## src/rtl/seg7_pkg.sv

```systemverilog
`default_nettype none
// +----------------------------------------------------------------------+
// | seg7_pkg                                                             |
// | Shared segment constants, FSM encoding and decimal bound helper.     |
// | Revision: 1.0                                                        |
// +----------------------------------------------------------------------+
package seg7_pkg;

   localparam logic [6:0] SEG_BLANK = 7'h7F;
   localparam logic [6:0] SEG_DASH  = 7'h3F;

   localparam logic [1:0] ST_IDLE   = 2'd0;
   localparam logic [1:0] ST_SHIFT  = 2'd1;
   localparam logic [1:0] ST_ENCODE = 2'd2;

   typedef enum logic [1:0] {
      IDLE   = ST_IDLE,
      SHIFT  = ST_SHIFT,
      ENCODE = ST_ENCODE
   } state_t;

   function automatic logic [31:0] pow10(input int n);
      logic [31:0] r;
      r = 32'd1;
      for (int i = 0; i < n; i++) begin
         r = r * 32'd10;
      end
      return r;
   endfunction

endpackage
`default_nettype wire

```

## src/rtl/seg7_digit_lut.sv

```systemverilog
`default_nettype none
// +----------------------------------------------------------------------+
// | seg7_digit_lut                                                       |
// | BCD digit to active-low 7-segment pattern (g..a); 10-15 are dark.    |
// | Revision: 1.0                                                        |
// +----------------------------------------------------------------------+
module seg7_digit_lut
   import seg7_pkg::*;
(
   input  logic [3:0] bcd_i,
   output logic [6:0] seg_o
);

   always_comb begin
      seg_o = SEG_BLANK;
      case (bcd_i)
         4'd0:    seg_o = 7'b1000000;
         4'd1:    seg_o = 7'b1111001;
         4'd2:    seg_o = 7'b0100100;
         4'd3:    seg_o = 7'b0110000;
         4'd4:    seg_o = 7'b0011001;
         4'd5:    seg_o = 7'b0010010;
         4'd6:    seg_o = 7'b0000010;
         4'd7:    seg_o = 7'b1111000;
         4'd8:    seg_o = 7'b0000000;
         4'd9:    seg_o = 7'b0010000;
         default: seg_o = SEG_BLANK;
      endcase
   end

endmodule
`default_nettype wire

```

## src/rtl/score_display_driver.sv

```systemverilog
`default_nettype none
// +----------------------------------------------------------------------+
// | score_display_driver                                                 |
// | Binary to DIGITS-digit decimal (double-dabble) driving active-low    |
// | HEX displays. Optional display blinking under macro SEG_BLINK_EN.    |
// | Revision: 1.0                                                        |
// +----------------------------------------------------------------------+
module score_display_driver
   import seg7_pkg::*;
#(
   parameter int VALUE_W   = 16,
   parameter int DIGITS    = 5,
   parameter int BLINK_DIV = 25000000
) (
   input  logic                  clk,
   input  logic                  reset,
   input  logic                  load,
   input  logic [VALUE_W-1:0]    value,
   input  logic                  blank_lz,
   input  logic                  blink,
   output logic                  busy,
   output logic                  done,
   output logic                  overflow,
   output logic [7*DIGITS-1:0]   seg
);

   localparam int          BCD_W = 4*DIGITS + 4;
   localparam int          CNT_W = $clog2(VALUE_W + 1);
   localparam logic [31:0] LIMIT = pow10(DIGITS);

   state_t              state_q, state_d;
   logic [BCD_W-1:0]    bcd_q, bcd_d;
   logic [VALUE_W-1:0]  bin_q, bin_d;
   logic [CNT_W-1:0]    cnt_q, cnt_d;
   logic                blank_q, blank_d;
   logic                ovf_pend_q, ovf_pend_d;
   logic                ovf_q, ovf_d;
   logic                done_q, done_d;
   logic [7*DIGITS-1:0] seg_q, seg_d;

   logic [BCD_W-1:0]    adj;
   logic [7*DIGITS-1:0] lut_seg;
   logic [7*DIGITS-1:0] enc_seg;
   logic [DIGITS-1:0]   lit;
   logic                ovf_now;

   always_comb begin
      adj = bcd_q;
      for (int i = 0; i < DIGITS + 1; i++) begin
         if (bcd_q[4*i +: 4] >= 4'd5) begin
            adj[4*i +: 4] = bcd_q[4*i +: 4] + 4'd3;
         end
      end
   end

   generate
      for (genvar k = 0; k < DIGITS; k++) begin : g_digit
         seg7_digit_lut u_lut (
            .bcd_i (bcd_q[4*k +: 4]),
            .seg_o (lut_seg[7*k +: 7])
         );
      end
   endgenerate

   // A digit stays lit if it or any more significant digit is nonzero.
   always_comb begin
      logic any;
      any = 1'b0;
      lit = '0;
      for (int k = DIGITS - 1; k >= 0; k--) begin
         any    = any | (bcd_q[4*k +: 4] != 4'd0);
         lit[k] = any | (k == 0) | ~blank_q;
      end
   end

   // The pending flag covers values too large for the spare nibble to catch.
   assign ovf_now = ovf_pend_q | (|bcd_q[BCD_W-1 -: 4]);

   always_comb begin
      enc_seg = '0;
      for (int k = 0; k < DIGITS; k++) begin
         if (ovf_now)     enc_seg[7*k +: 7] = SEG_DASH;
         else if (lit[k]) enc_seg[7*k +: 7] = lut_seg[7*k +: 7];
         else             enc_seg[7*k +: 7] = SEG_BLANK;
      end
   end

   always_comb begin
      state_d    = state_q;
      bcd_d      = bcd_q;
      bin_d      = bin_q;
      cnt_d      = cnt_q;
      blank_d    = blank_q;
      ovf_pend_d = ovf_pend_q;
      ovf_d      = ovf_q;
      done_d     = 1'b0;
      seg_d      = seg_q;
      case (state_q)
         IDLE: begin
            if (load) begin
               bin_d      = value;
               blank_d    = blank_lz;
               ovf_pend_d = (32'(value) >= LIMIT);
               bcd_d      = '0;
               cnt_d      = CNT_W'(VALUE_W);
               state_d    = SHIFT;
            end
         end
         SHIFT: begin
            bcd_d = {adj[BCD_W-2:0], bin_q[VALUE_W-1]};
            bin_d = bin_q << 1;
            cnt_d = cnt_q - CNT_W'(1);
            if (cnt_q == CNT_W'(1)) state_d = ENCODE;
         end
         ENCODE: begin
            seg_d   = enc_seg;
            ovf_d   = ovf_now;
            done_d  = 1'b1;
            state_d = IDLE;
         end
         default: state_d = IDLE;
      endcase
   end

   always_ff @(posedge clk) begin
      if (reset) begin
         state_q    <= IDLE;
         bcd_q      <= '0;
         bin_q      <= '0;
         cnt_q      <= '0;
         blank_q    <= 1'b0;
         ovf_pend_q <= 1'b0;
         ovf_q      <= 1'b0;
         done_q     <= 1'b0;
         seg_q      <= '1;
      end else begin
         state_q    <= state_d;
         bcd_q      <= bcd_d;
         bin_q      <= bin_d;
         cnt_q      <= cnt_d;
         blank_q    <= blank_d;
         ovf_pend_q <= ovf_pend_d;
         ovf_q      <= ovf_d;
         done_q     <= done_d;
         seg_q      <= seg_d;
      end
   end

   assign busy     = (state_q != IDLE);
   assign done     = done_q;
   assign overflow = ovf_q;

`ifdef SEG_BLINK_EN
   localparam int BW = $clog2(BLINK_DIV + 1);
   logic [BW-1:0] bcnt_q;
   logic          phase_q;

   always_ff @(posedge clk) begin
      if (reset) begin
         bcnt_q  <= '0;
         phase_q <= 1'b0;
      end else if (bcnt_q == BW'(BLINK_DIV - 1)) begin
         bcnt_q  <= '0;
         phase_q <= ~phase_q;
      end else begin
         bcnt_q  <= bcnt_q + BW'(1);
      end
   end

   assign seg = (blink && phase_q) ? '1 : seg_q;
`else
   localparam int unused_blink_div = BLINK_DIV;
   logic unused_blink;
   assign unused_blink = blink;
   assign seg          = seg_q;
`endif

endmodule
`default_nettype wire

```

## config.mk

```make
export PLATFORM = sky130hd
export DESIGN_NAME = score_display_driver
export DESIGN_NICKNAME = d
export VERILOG_FILES = /design/src/rtl/seg7_pkg.sv /design/src/rtl/seg7_digit_lut.sv /design/src/rtl/score_display_driver.sv
export SDC_FILE = /design/constraint.sdc
export NUM_CORES = 1
export LEC_CHECK = 0
export ABC_CLOCK_PERIOD_IN_PS = 3200
export BUFFER_PORTS_ARGS = -buffer_cell sky130_fd_sc_hd__buf_4
export CAP_MARGIN = 10
export CORE_ASPECT_RATIO = 0.9
export CORE_MARGIN = 1.5
export CORE_UTILIZATION = 45
export CTS_CLUSTER_DIAMETER = 60
export CTS_CLUSTER_SIZE = 25
export DETAILED_ROUTE_END_ITERATION = 10
export SLEW_MARGIN = 20
export SYNTH_ARGS = -nofsm -noshare
export SYNTH_HDL_FRONTEND = slang
export SYNTH_HIERARCHICAL = 1
export SYNTH_SLANG_ARGS = --single-unit
export TNS_END_PERCENT = 100
```

## constraint.sdc

```tcl
create_clock -name clk -period 3.2 [get_ports clk]
set_clock_uncertainty 0.1 [all_clocks]
set_input_delay 0.32 -clock clk [delete_from_list [all_inputs] [get_ports clk]]
set_output_delay 0.32 -clock clk [all_outputs]
set_load 0.05 [all_outputs]
```

==> results of run 1 <==
through the flow:
step           std cells  power (mW)  utilization [%]  setup WS (ns)
3_5_place_dp         708       1.351            50.07          1.098
3_3_place_gp         708       1.347            50.05          1.095
4_1_cts              723       2.472            53.16          1.067
6_report             723       2.441            53.16          1.066
2_1_floorplan        552       1.284                -          1.373
5_1_grt              723       2.546            53.16         0.8736
cells in the mapped netlist, types with 6 or more instances:
cell type  instances
clkbuf_1          18
xor2_1             6
nor4_1            13
o21ai_0           40
nor2_1            84
buf_2              8
dfxtp_1           85
a22o_1            17
a21oi_1           32
xnor2_1            6
nand2_1           21
o22a_1            18
ha_1              43
o22ai_1           12
a31oi_1            6
mux2i_1            6
inv_1             29
nand2b_1          41
buf_6              6
worst register-to-register path, stage by stage (launching register included):
cell	delay (ns)
dfxtp_1	0.38
inv_1	0.14
ha_1	0.15
or3b_2	0.45
nor4_1	0.37
or3_1	0.30
o22a_1	0.18
power groups by stage:
stage	Sequential [mW]	Combinational [mW]	Clock (mW)
3_5_place_dp	1.14	0.211	0
2_1_floorplan	1.15	0.130	0
5_1_grt	1.12	0.237	1.19
6_report	1.12	0.211	1.11
3_3_place_gp	1.14	0.208	0
4_1_cts	1.12	0.212	1.14
worst paths after layout:
path | slack (ns) | end | cells past startpoint
worst min register to register | 0.35 | bcd_q[0] | 2
worst max register to register | 1.07 | seg[8] | 6
worst min-delay path | 0.13 | bin_q[0] | 3
worst max-delay path | 1.07 | seg[8] | 6
registers in the layout, summed over array words and instances, names as in the netlist:
register	flops
done	1
bin_q	16
cnt_q	5
state_q	2
overflow	1
seg	35
bcd_q	24
blank_q	1
cell families after synthesis:
kind of cell    synth area share (%)
compound gates                 20.52
xor+xnor                       2.259
fa+ha+maj                      11.57
buf+inv                        6.347
flops                          36.58
mux                            1.533
simple gates                   21.19
metal layers:
| layer | global-route usage (%) | up-vias | share of wire, % |
|---|---|---|---|
| met5 | 0 | - | 0 |
| met4 | 7.002 | 0 | 1.8 |
| met3 | 4.784 | 16 | 2.6 |
| met2 | 32.63 | 36 | 47 |
| met1 | 26.03 | 1807 | 49 |
| li1 | - | 1980 | - |
layout make-up:
type | instances | area [sq um]
Inverter | 29 | 108.9
Fill cell | 981 | 4758
Tap cell | 129 | 161.4
Clock inverter | 5 | 75.07
Timing Repair Buffer | 61 | 457.9
Clock buffer | 10 | 239.0
Sequential cell | 85 | 1702
Multi-Input combinational cell | 404 | 2658
==> run metrics, run 1 <==
Remaining Overflow, GRT 0; Peak VDD IR 0.0002579 V; DR WL/cell 14.02 um; maximum fanout count along the critical path 9; switching share of power between 20% and 30%; RSZ-0062 raised after global routing false; Worst Path Buf+Inv 1; first-pass GRT wire length 17410 um; yosys warns 6; max_slew headroom 48.22%; maximum clock rate roughly 470 MHz; critical path type reg -> reg; CTS root buffer clkbuf_16; category of the worst setup path launch point flip-flop; DIE HEIGHT roughly 99 um; routed vias 3839; Syn Nets between 600 and 700; starting density of the core 45.79%; clk slew on worst S/H paths 0.06 ns; worst hold path type in -> reg; most common cell after layout, fill and taps aside dfxtp_1; detailed-route wire length 10140 um; total die area between 0.01 and 0.015 sq mm; arrival time at the worst endpoint ~2.3 ns; setup-violating endpoint count in the final report 0; mean instance size in the synthesized netlist 8.427 sq um; Ant. Diodes 0; number of instances resized during post-cts repair 0; clock network fraction of total power 45.6%; internal cell power 1.869 mW; Switching Power 571.4 uW; Tmin final 2.134 ns; post-route cell area 0.005401 sq mm; count of standard-cell rows 35; drt initial violations 151; Slew @ Worst Pin ~0.78 ns; cell chain of the critical path inv_1, ha_1, or3b_2, nor4_1, or3_1, o22a_1; antenna violations before repair 0; unique cell type count in the Yosys netlist 44; Min Hold Slack 0.1308 ns; clock buffers created by TritonCTS 9; number of vias per cell 5.310; CTS Buffer Depth 2; CTS tree done; share of synthesized registers carrying an async set or reset 0%; Max Cap Violations 0; maximum number of pins on one net before global-route repair 57; count of unresolved DRC violations after routing 0; insertion delay of the later-clocked pin in the worst-skew pair approximately 0.34 ns; Post-synth EDFFs 0; area leader, netlist dfxtp_1; residual antenna-violating net count after detailed routing 0; combinational cell fraction of total power 8.6%; Worst setup EP type flip-flop; part of the power in registers 45.8%; fin nets 654; gp weighted congestion 0.7755; share of Yosys cell area claimed by the top area cell type about 37%; launching element of the worst setup path bcd_q[9]; leading cell types in the layout, fill and taps excluded dfxtp_1, nor2_1, buf_4, ha_1, nand2b_1; Final HPWL DP 6870 um; area of the core 0.01016 sq mm; status finished clean; Power Density 451.8 mW/mm^2; beginning of the worst hold path value[0]; total track usage between 20% and 30%; cell family with the largest share of critical-path delay simple AND/OR/NAND/NOR gates; total placed instance area 0.005087 sq mm; number of cells produced by synthesis 552; cell area after synthesis around 0.0047 sq mm; Max Slew Vio Count 0; Static Leakage 2.190 nW; dominant cells by area after synthesis dfxtp_1, ha_1, nor2_1, nand2b_1, o21ai_0; Synth-to-Final Area Change 16.11%; number of sinks driven by the clock tree 85; fraction of final layout cells with drive strength greater than 1 ~15%; Post-CTS Setup Inserts 0; required time at the endpoint of the critical path 3.38 ns; fraction of the yosys area taken by sequential cells 36.58%; H-tree level count 3; hold-fix buffer count after cts 0; Fin. Hold Viols 0; flip-flop and latch count after synthesis 85; first drt pass iteration count 4; largest incremental delay on the critical path around 0.45 ns; Reg2Reg Launch Point bcd_q[9]; Period Utilization, post-route 66.68%; critical-path cell with the highest stage delay or3b_2; number of I/O port buffers 57; vias in the first global route 3664; Total Negative Setup Slacks 0 ns; dominant register cell in the synthesized netlist dfxtp_1; number of placed I/O pins 59; overall die width roughly 110 um
No activity file was read; power rests on OpenSTA's default activity.
==> inputs of run 2 (changes only) <==
- ABC_CLOCK_PERIOD_IN_PS: 3200 -> 2000
- clock period: 3.2 -> 2 ns (I/O delays scaled with it)
==> run 2 against run 1 <==
Net effect: sequential share of layout area decreased by 1.3 points; non-clock buffer count increased by 27; wire length increased by 3.2%; clock-buffer cell count increased by 1; core utilization increased by 2.3 points; clock power increased by 68%; cell area increased by 4.3%; die area unchanged; first-iteration DRC count increased by 24%; worst hold slack got worse by 0.11 ns; global-route usage increased by 0.31 points; largest cell class unchanged.
==> run metrics, run 2 (synthesis results as in run 1) <==
DIE HEIGHT 99.46 um; vias in the first global route 3781; antenna violations before repair 0; routed vias 3953; drt initial violations approximately 190; Final HPWL DP 7374 um; clock buffers created by TritonCTS 9; sum of routed wire segments on met1 5049 um; Power Density 710.2 mW/mm^2; Post-CTS Setup Inserts 0; most common cell after layout, fill and taps aside buf_4; setup-violating endpoint count in the final report 0; Finished Layout Cells 751; insertion delay of the later-clocked pin in the worst-skew pair 0.34 ns; first-pass GRT wire length 17690 um; RSZ-0062 raised after global routing false; max FFs per register 35; Remaining Overflow, GRT 0; fin nets 681; Peak VDD IR between 0.0004 and 0.0005 V; top layer in use met4; maximum fanout count along the critical path 6; critical path type reg -> reg; total track usage around 20%; Max Slew Vio Count 0; number of sinks driven by the clock tree 85; Static Leakage about 2.3 nW; met2 WL post-DR 4981 um; hold-fix buffer count after cts 0; count of unresolved DRC violations after routing 0; number of placed I/O pins 59; first drt pass iteration count 5; area taken by flip-flops and latches roughly 0.0017 sq mm; category of the worst setup path launch point flip-flop; switching share of power 23.66%; Max Cap Violations 0; total area of multi-input combinational cells around 0.0027 sq mm; H-tree level count 3; gp weighted congestion 0.7716; final worst slack ~0.16 ns; Period Utilization, post-route 91.95%; routed length on met3 283 um; clk slew on worst S/H paths roughly 0.060 ns; combinational cell fraction of total power between 8 and 9%; status finished clean; number of cells after detailed placement between 700 and 800; worst hold path type in -> reg; maximum clock rate 543.8 MHz; clock network fraction of total power 46.5%; number of fill cells 970; Slew @ Worst Pin about 0.45 ns; leading cell types in the layout, fill and taps excluded buf_4, dfxtp_1, nor2_1, ha_1, nand2b_1; residual antenna-violating net count after detailed routing 0; starting density of the core 45.79%; Switching Power 946.6 uW; pre-CTS setup slack 0.04218 ns; overall die width 110.2 um; maximum number of pins on one net before global-route repair 33; Min Hold Slack 0.01722 ns; required time at the endpoint of the critical path approximately 2.1 ns; count of standard-cell rows 35; Fin. Hold Viols 0; number of vias per cell 5.264; Synth-to-Final Area Change 21.11%; internal cell power 3.055 mW; CTS Buffer Depth 2; CTS root buffer clkbuf_16; max_slew headroom 69.56%; arrival time at the worst endpoint 1.97 ns; total die area 0.01096 sq mm; area of the core 0.01016 sq mm; Ant. Diodes 0; Total Negative Setup Slacks 0 ns; Tmin final about 1.8 ns; part of the power in registers 44.7%; detailed-route wire length 10460 um; fraction of final layout cells with drive strength greater than 1 19.29%; Worst setup EP type flip-flop; CTS tree done; number of I/O port buffers 57; DR WL/cell 13.93 um
==> run 2: final timing paths <==
check,cells past startpoint,start,end,slack [ns]
worst max-delay path,6,bcd_q[17],seg[15],0.16
worst min-delay path,3,value[0],bin_q[0],0.02
worst max register to register,6,bcd_q[17],seg[15],0.16
worst min register to register,2,bin_q[14],bin_q[14],0.35
==> run 2: through the flow <==
step | area, sq um | total power [mW] | util, %
after floorplan | 4652 | 2.054 | -
final | 5634 | 4.001 | 55.46
after detailed placement | 5288 | 2.179 | 52.04
after global placement | 5288 | 2.169 | 52.04
after CTS | 5623 | 4.056 | 55.34
after global routing | 5634 | 4.157 | 55.46
==> run 2: power groups by stage <==
stage / sequential (mW) / combinational [mW] / clock [mW]
finish: 1.79 / 0.354 / 1.86
global placement: 1.82 / 0.347 / 0
global route: 1.79 / 0.393 / 1.97
detailed placement: 1.82 / 0.354 / 0
floorplan: 1.85 / 0.208 / 0
CTS: 1.79 / 0.355 / 1.91
==> run 2: cell type report <==
cell class / instances / share of cell area, %
multi-input combinational: 404 / 47.32
sequential: 85 / 30.20
timing repair buffer: 88 / 11.73
clock buffer: 11 / 4.486
tap: 129 / 2.865
inverter: 29 / 1.932
clock inverter: 5 / 1.466
==> run 2: timing repair <==
action,4_1_cts,5_1_grt
setup endpoints to repair,0,6
gates resized for setup,0,2
hold endpoints to repair,0,0
==> run 2: worst max-delay path, stage by stage (launching register included) <==
cell and delay [ns]:
dfxtp_1 0.33, inv_1 0.09, ha_1 0.20, nand4bb_1 0.26, nor3_1 0.12, or3_1 0.43
o22a_1 0.21
==> run 2: metal layers <==
layer / up-vias / global-route usage (%)
met5: - / 0
met2: 44 / 34.26
met3: 11 / 4.128
met1: 1857 / 26.37
met4: 0 / 6.016
li1: 2041 / -
==> inputs of run 3 (changes only) <==
- ABC_CLOCK_PERIOD_IN_PS: 2000 -> 2290
- clock period: 2 -> 2.29 ns (I/O delays scaled with it)
==> run 3 against run 2 <==
Net effect: sequential power down 13%; clock-buffer cell count shrank 2; cell count decreased by 1.1%; maximum frequency is 9.9% lower; core utilization shrank 0.79 points; worst setup slack better by 0.087 ns; sequential cell count did not move; combinational power down 14%; critical path depth unchanged; non-clock buffer count shrank 8; die area stayed put; global-route usage shrank 1.4 points; critical endpoint is now seg[7]; largest power group unchanged; highest routed layer unchanged.
==> run metrics, run 3 (synthesis results as in run 1) <==
Worst setup EP type flip-flop; Total Negative Setup Slacks 0 ns; pre-CTS setup slack 0.2389 ns; routed vias 3830; number of I/O port buffers 57; number of vias per cell slightly above 5; total area of multi-input combinational cells ~0.0027 sq mm; Final HPWL DP 7176 um; CTS Buffer Depth 2; Fin. Hold Viols 0; cell family with the largest share of critical-path delay simple AND/OR/NAND/NOR gates; gp weighted congestion 0.8084; H-tree level count 3; met3 usage in global routing 3.932%; fraction of final layout cells with drive strength greater than 1 18.08%; status finished clean; residual antenna-violating net count after detailed routing 0; first-pass GRT wire length approximately 16000 um; starting density of the core a little under half; number of fill cells 958; Power Density between 600 and 700 mW/mm^2; area of the core 0.01016 sq mm; drt initial violations 160; arrival time at the worst endpoint between 2 and 2.5 ns; RSZ-0062 raised after global routing false; fin nets 673; clock buffers created by TritonCTS 9; most utilized layer in the global route result met2; clk slew on worst S/H paths 0.06 ns; maximum fanout count along the critical path 9; cell chain of the critical path inv_1, ha_1, or3b_2, nor4_1, or3_1, o22a_1; number of sinks driven by the clock tree 85; area taken by flip-flops and latches 0.001702 sq mm; DIE HEIGHT around 99 um; leading cell types in the layout, fill and taps excluded dfxtp_1, nor2_1, buf_4, ha_1, nand2b_1; critical path type reg -> reg; met2 capacity usage during global routing a little under a third; CTS tree done; maximum number of pins on one net before global-route repair 39; Period Utilization, post-route between 80% and 90%; required time at the endpoint of the critical path 2.47 ns; Worst Path Buf+Inv 1; worst hold path type in -> reg; Post-CTS Setup Inserts 0; antenna violations before repair 0; number of instances resized during post-cts repair 0; maximum clock rate 489.7 MHz; Max Slew Vio Count 0; Synth-to-Final Area Change 19.39%; setup-violating endpoint count in the final report 0; Ant. Diodes 0; CTS root buffer clkbuf_16; total track usage 19.02%; Max Cap Violations 0; max_slew headroom 46.18%; overall power 3.435 mW; met1 global-route usage 24.97%; total die area roughly 0.011 sq mm; Static Leakage between 2 and 2.5 nW; largest incremental delay on the critical path 0.45 ns; most common cell after layout, fill and taps aside dfxtp_1; final worst slack 0.2481 ns; overall die width between 100 and 150 um; Peak VDD IR 0.0004649 V; insertion delay of the later-clocked pin in the worst-skew pair about 0.33 ns; DR WL/cell 13.67 um; count of standard-cell rows 35; first drt pass iteration count 4; Remaining Overflow, GRT 0; Tmin final between 2 and 2.5 ns; category of the worst setup path launch point flip-flop; vias in the first global route 3562; detailed-route wire length 10160 um; max FFs per register 35; Slew @ Worst Pin ~0.81 ns; hold-fix buffer count after cts 0; count of unresolved DRC violations after routing 0; number of placed I/O pins 59; critical-path cell with the highest stage delay or3b_2
run 3: worst reg2reg max path, delay by kind of cell, from the launching register on:
family,cells,cell delay (ns)
fa+ha+maj,1,0.14
flops,1,0.40
simple gates,3,1.05
compound gates,1,0.20
buf+inv,1,0.12
run 3: layout make-up:
cell class / instances / share of cell area (%)
Clock buffer: 9 / 4.055
Multi-Input combinational cell: 404 / 47.85
Inverter: 29 / 1.960
Tap cell: 129 / 2.906
Clock inverter: 7 / 1.780
Timing Repair Buffer: 80 / 10.81
Sequential cell: 85 / 30.64
run 3: path summary, 6_finish.rpt:
check	to	slack, ns	startpoint	cells past startpoint
setup / recovery	seg[7]	0.25	bcd_q[8]	6
hold reg to reg	bcd_q[0]	0.35	bin_q[15]	2
setup reg to reg	seg[7]	0.25	bcd_q[8]	6
hold / removal	bin_q[0]	0.05	value[0]	3
run 3: power breakdown:
part           internal [mW]  switching, mW
logic                  0.119          0.186
clock network          0.961          0.609
registers               1.53         0.0319
total                   2.61          0.827
run 3: metal layers:
metal | routed length [um] | part of all wire, % | up-vias
li1 | - | - | 2022
met1 | 4849 | 48 | 1757
met2 | 4853 | 48 | 42
met3 | 349 | 3.4 | 9
met4 | 106 | 1.0 | 0
met5 | 0 | 0 | -
run 3: metrics by stage:
step | instance area [sq um] | utilization, % | instances | hold WS [ns]
3_5_place_dp | 5230 | 51.48 | 727 | 0.3444
3_3_place_gp | 5228 | 51.45 | 727 | 0.3391
2_1_floorplan | 4652 | - | 552 | 0.2650
6_report | 5554 | 54.67 | 743 | 0.04594
4_1_cts | 5554 | 54.67 | 743 | 0.03565
5_1_grt | 5554 | 54.67 | 743 | 0.06671
